### src/rtl/senone_stats_server.sv
// Streams the linear senone/component stats table from memory into a 2-entry tagged FIFO.
// Latency: first read the cycle after start, first entry valid 2 cycles after start.
// Backpressure: reads issue only with a free FIFO slot, so get_new_stats low stalls after 2 reads.
module senone_stats_server #(
  parameter int n_components = 25,
  parameter int n_senones    = 256
) (
  input  logic               clk,
  input  logic               reset,
  input  logic               start,
  input  logic               get_new_stats,
  output logic signed [15:0] mean,
  output logic signed [15:0] omega,
  output logic signed [15:0] k,
  output logic               new_stats_available,
  output logic               first_comp,
  output logic               last_comp,
  output logic [7:0]         senone_index,
  output logic               mem_rd_en,
  output logic [12:0]        mem_addr,
  input  logic [47:0]        mem_rdata,
  output logic               busy,
  output logic               stats_done
);

  localparam int comp_w = (n_components > 1) ? $clog2(n_components) : 1;
  localparam logic [12:0] last_addr = 13'(n_components * n_senones - 1);
  localparam logic [comp_w-1:0] last_comp_idx = comp_w'(n_components - 1);
  localparam int tag_w = 2 + 8;
  localparam int entry_w = 48 + tag_w;

  typedef enum logic [1:0] {IDLE, STREAM, DRAIN, DONE} state_t;

  state_t              state;
  logic [12:0]         issue_addr;
  logic [comp_w-1:0]   comp_cnt;
  logic [7:0]          senone_cnt;
  logic                inflight;
  logic [tag_w-1:0]    issue_tag;
  logic [1:0]          fifo_count;
  logic [entry_w-1:0]  fifo_head;
  logic                pop;
  logic                can_issue;
  logic                first_tag;
  logic                last_tag;

  // Credit: a slot must be free once the in-flight word lands, counting this cycle's pop.
  assign pop       = new_stats_available & get_new_stats;
  assign can_issue = ({1'b0, fifo_count} + {2'b00, inflight}) < (3'd2 + {2'b00, pop});
  assign mem_rd_en = (state == STREAM) && can_issue;
  assign mem_addr  = issue_addr;
  assign busy       = (state != IDLE);
  assign stats_done = (state == DONE);
  assign new_stats_available = (fifo_count != 2'd0);
  assign first_tag = (comp_cnt == {comp_w{1'b0}});
  assign last_tag  = (comp_cnt == last_comp_idx);
  assign {mean, omega, k, first_comp, last_comp, senone_index} = fifo_head;

  sync_fifo #(
    .width (entry_w),
    .depth (2)
  ) u_fifo (
    .clk     (clk),
    .reset   (reset),
    .wr_en   (inflight),
    .wr_data ({mem_rdata, issue_tag}),
    .rd_en   (get_new_stats),
    .rd_data (fifo_head),
    .count   (fifo_count)
  );

  always_ff @(posedge clk) begin
    if (reset) begin
      state      <= IDLE;
      issue_addr <= '0;
      comp_cnt   <= '0;
      senone_cnt <= '0;
      inflight   <= 1'b0;
      issue_tag  <= '0;
    end else begin
      inflight <= mem_rd_en;
      // Tags travel alongside the read so they line up with the returning word.
      if (mem_rd_en) issue_tag <= {first_tag, last_tag, senone_cnt};
      case (state)
        IDLE: begin
          if (start) begin
            state      <= STREAM;
            issue_addr <= '0;
            comp_cnt   <= '0;
            senone_cnt <= '0;
          end
        end
        STREAM: begin
          if (mem_rd_en) begin
            issue_addr <= issue_addr + 13'd1;
            if (last_tag) begin
              comp_cnt   <= '0;
              senone_cnt <= senone_cnt + 8'd1;
            end else begin
              comp_cnt <= comp_cnt + 1'b1;
            end
            if (issue_addr == last_addr) state <= DRAIN;
          end
        end
        DRAIN: begin
          if (fifo_count == 2'd0 && !inflight) state <= DONE;
        end
        DONE: state <= IDLE;
        default: state <= IDLE;
      endcase
    end
  end

endmodule

// Generic synchronous FIFO; depth must be a power of two, writer must respect count.
// Latency: written data visible at the head the cycle after the write.
// Backpressure: none internally; reads of an empty FIFO are ignored.
module sync_fifo #(
  parameter int width = 8,
  parameter int depth = 2,
  parameter int cnt_w = $clog2(depth + 1)
) (
  input  logic             clk,
  input  logic             reset,
  input  logic             wr_en,
  input  logic [width-1:0] wr_data,
  input  logic             rd_en,
  output logic [width-1:0] rd_data,
  output logic [cnt_w-1:0] count
);

  localparam int ptr_w = (depth > 1) ? $clog2(depth) : 1;

  logic [width-1:0] mem [depth];
  logic [ptr_w-1:0] wr_ptr;
  logic [ptr_w-1:0] rd_ptr;
  logic             do_rd;

  assign do_rd   = rd_en && (count != '0);
  assign rd_data = mem[rd_ptr];

  always_ff @(posedge clk) begin
    if (reset) begin
      wr_ptr <= '0;
      rd_ptr <= '0;
      count  <= '0;
      for (int i = 0; i < depth; i++) mem[i] <= '0;
    end else begin
      if (wr_en) begin
        mem[wr_ptr] <= wr_data;
        wr_ptr      <= wr_ptr + 1'b1;
      end
      if (do_rd) rd_ptr <= rd_ptr + 1'b1;
      case ({wr_en, do_rd})
        2'b10:   count <= count + 1'b1;
        2'b01:   count <= count - 1'b1;
        default: count <= count;
      endcase
    end
  end

endmodule

### config.mk
export PLATFORM = sky130hd
export DESIGN_NAME = senone_stats_server
export DESIGN_NICKNAME = d
export VERILOG_FILES = /design/src/rtl/senone_stats_server.sv
export SDC_FILE = /design/constraint.sdc
export NUM_CORES = 1
export LEC_CHECK = 0
export CORE_AREA = 2 2 113 115
export DETAILED_ROUTE_END_ITERATION = 6
export DIE_AREA = 0 0 115 117
export DONT_BUFFER_PORTS = 1
export PLACE_DENSITY = 0.73
export SLEW_MARGIN = 20
export SYNTH_ARGS = -nofsm -noshare
export SYNTH_HDL_FRONTEND = slang
export SYNTH_SLANG_ARGS = --single-unit
### constraint.sdc
create_clock -name clk -period 4.4 [get_ports clk]
set_input_delay 1.32 -clock clk [delete_from_list [all_inputs] [get_ports clk]]
set_output_delay 1.32 -clock clk [all_outputs]
set_load 0.05 [all_outputs]
==> impl_metrics.csv <==
group,metric,value,unit
synth,yosysWarningCount,0,
floorplanning,core-area,12300,µm²
sta,hold_ws,0.456,ns
finish,diodes,0,
floorplanning,fp.dieW,115,µm
placement,place_inst,709,
critical_path,critPathMaxFanout,6,
finish,fin_area,7990,µm²
clock_tree,post_cts_resize_count,0,
power,switching_power,1700,µW
grt,grt_pass1_vias,4261,
power,leakage,0.00301,µW
critical_path,worstSetupPathType,"primary input to output port",
synth,ys_types,51,
sta,finalHoldViolCount,0,
synth,synth_nets,644,
clock_tree,cts-root-buf,"clkbuf_16",
sta,fin_skew,0.00759,ns
sta,fin_crit_sh,79.1,%
grt,grt.total_usage,20.4,%
synth,synth_area_per_cell,12.5,µm²
synth,ys_seq_area_share,60.3,%
synth,synth-seq-cells,160,
floorplanning,die_area,13500,µm²
finish,final_cells,741,
power,internal-power,3090,µW
placement,dpl_cell_area,7390,µm²
routing,drt_iter0_drc,242,
placement,gp_congestion,0.822,
critical_path,r2r_end,"senone_cnt[6]$_SDFFE_PP0P_",
critical_path,timing.rr.start,"state[1]$_SDFFE_PP0P_",
critical_path,crit_path_end_kind,"output port",
grt,grt_max_degree,59,
routing,routed_wl,13.5,mm
grt,overflow,0,
power,vdd_ir_drop_max,0.368,mV
power,p_comb_share,29.4,%
floorplanning,start_util,58.8,%
power,p_per_area,599,nW/µm²
power,seqPwrFrac,39.4,%
critical_path,worstRegToRegCells,7,
synth,synth_edf_count,116,
job,max_cap_violations,0,
sta,finalMaxSlewViolations,0,
routing,via_per_inst,5.81,
sta,finalSetupViolations,0,
clock_tree,clkTransAtPathRegs,0.06,ns
synth,syn_inst,581,
routing,ant_nets,0,
power,switching_share,35.5,%
critical_path,critPathLaunchType,"primary input",
sta,setup_tns,0,ns
sta,rsz0062_at_grt,"no",
critical_path,r2r_slack,1.86,ns
finish,fillCellCount,957,
hold_path,min_path_type,"flop to flop",
critical_path,cp.arrival,2.16,ns
clock_tree,numCtsBuffers,17,
finish,drive_gt1_share,17.9,%
run_status,status,"finished, final reports clean",
sta,worstMarginPinSlew,0.947,ns
critical_path,cp-startpoint,"get_new_stats",
sta,finalCriticalPeriod,3.48,ns
clock_tree,insertion_delay,0.42,ns
grt,grt_pass1_wl,20.9,mm
synth,synthArstFlopShare,0,%
clock_tree,cts_tree,"built",
grt,antenna_found_initial,0,
floorplanning,io_pins,127,
finish,final_util,64.9,%
sta,relSlewSlack,36.7,%
floorplanning,num_rows,41,
clock_tree,postCtsSetupBuffers,0,
power,clkPwrFrac,31.2,%
routing,avgRoutedWirePerCell,18.2,µm
clock_tree,cts_max_level,4,
sta,fmax,0.287,GHz
clock_tree,cts_num_sinks,160,
routing,remaining_drc_errors,0,
placement,hpwl,8.62,mm
finish,fin_nets,641,
synth,synth_flop_cell,"edfxtp_1",
critical_path,crit_end,"mem_rd_en",
critical_path,cp.required,3.08,ns
finish,final_common_cell,"and2_1",
finish,synthToLayoutAreaGrowth,10.4,%
finish,most-common-layout-cells,"and2_1 (117), edfxtp_1 (116), mux2_2 (58)",
placement,portBuffers,0,
clock_tree,holdBufCountCts,0,
routing,via_count,4306,
routing,firstDrtPassIters,4,
clock_tree,clk_path_buf_depth,2,
synth,synthesis.area,7240,µm²
floorplanning,die_h,117,µm
==> worst min path at each step <==
| stage | endpoint | cells past startpoint | from |
|---|---|---|---|
| 6_report | issue_tag[8]$_SDFFE_PP0P_ | 2 | issue_tag[8]$_SDFFE_PP0P_ |
| 5_1_grt | issue_tag[8]$_SDFFE_PP0P_ | 2 | issue_tag[8]$_SDFFE_PP0P_ |
| 4_1_cts | issue_tag[8]$_SDFFE_PP0P_ | 2 | issue_tag[8]$_SDFFE_PP0P_ |
| 2_1_floorplan | issue_tag[8]$_SDFFE_PP0P_ | 2 | issue_tag[8]$_SDFFE_PP0P_ |
| 3_5_place_dp | issue_tag[8]$_SDFFE_PP0P_ | 2 | issue_tag[8]$_SDFFE_PP0P_ |
| 3_3_place_gp | issue_tag[8]$_SDFFE_PP0P_ | 2 | issue_tag[8]$_SDFFE_PP0P_ |
==> registers in the layout, indices dropped and copies added, names as in the netlist, named ones only <==
signal	count
comp_cnt	5
inflight	1
issue_tag	10
mem_addr	13
senone_cnt	8
state	2
u_fifo.count	2
u_fifo.mem	116
u_fifo.rd_ptr	1
u_fifo.wr_ptr	1
==> through the flow <==
step	setup WS, ns	power (µW)
floorplan	0.357	3130
global placement	0.913	3310
detailed placement	0.905	3340
CTS	0.906	4830
global route	0.792	4970
finish	0.919	4790
==> critical path: stages <==
cell and delay (ns):
o21ai_2 0.08, o21ai_0 0.30, nand3_1 0.18, inv_1 0.08, buf_4 0.20
==> area by class of cell <==
class                   instances  area (µm²)  share of cell area [%]
well taps                     150         188                    2.35
repair buffers                  9        67.6                   0.846
inverters                      12        45.0                   0.564
clock inverters                14         171                    2.15
flip-flops and latches        160        4370                    54.6
multi-input cells             378        2720                    34.1
clock buffers                  18         429                    5.37
==> layer usage <==
metal	GRT usage, %	wire length (µm)	up-vias
li1	-	-	2082
met2	35.8	7010	116
met1	23.1	5440	2087
met3	5.87	737	21
met5	0	0	-
met4	9.32	281	0
==> logic make-up after synthesis <==
group,after synthesis,share of synthesized area [%]
fa+ha+maj,11,1.90
flops,160,60.3
compound gates,63,6.07
xor+xnor,4,0.484
mux,72,11.0
buf+inv,43,2.37
simple gates,228,17.9
==> synth_stat cells, types with 3 or more instances <==
master	n	area share [%]
and2_1	117	10
edfxtp_1	116	48
mux2_2	58	9.0
dfxtp_1	44	12
nor2_1	34	1.8
clkbuf_1	23	1.2
a21oi_1	20	1.4
nand2_1	18	0.93
mux2i_1	14	1.9
inv_1	12	0.62
nand3_1	12	0.83
ha_1	11	1.9
o21ai_0	10	0.69
nor3_1	9	0.62
a311oi_1	6	0.73
nand3b_1	6	0.62
and3_1	5	0.43
buf_1	5	0.26
nand2b_1	5	0.43
nor2b_1	5	0.43
a31oi_1	4	0.35
a211o_1	3	0.36
a22oi_1	3	0.31
nand4_1	3	0.26
nor4b_1	3	0.36
or2_2	3	0.26
==> power by group through the flow <==
stage | sequential (µW) | clock (µW) | combinational [µW]
after floorplan | 1880 | 0 | 1240
after global placement | 1910 | 0 | 1400
after detailed placement | 1920 | 0 | 1420
after CTS | 1890 | 1520 | 1420
after global routing | 1910 | 1570 | 1500
final | 1890 | 1490 | 1410
(Power assumes the default switching activity.)
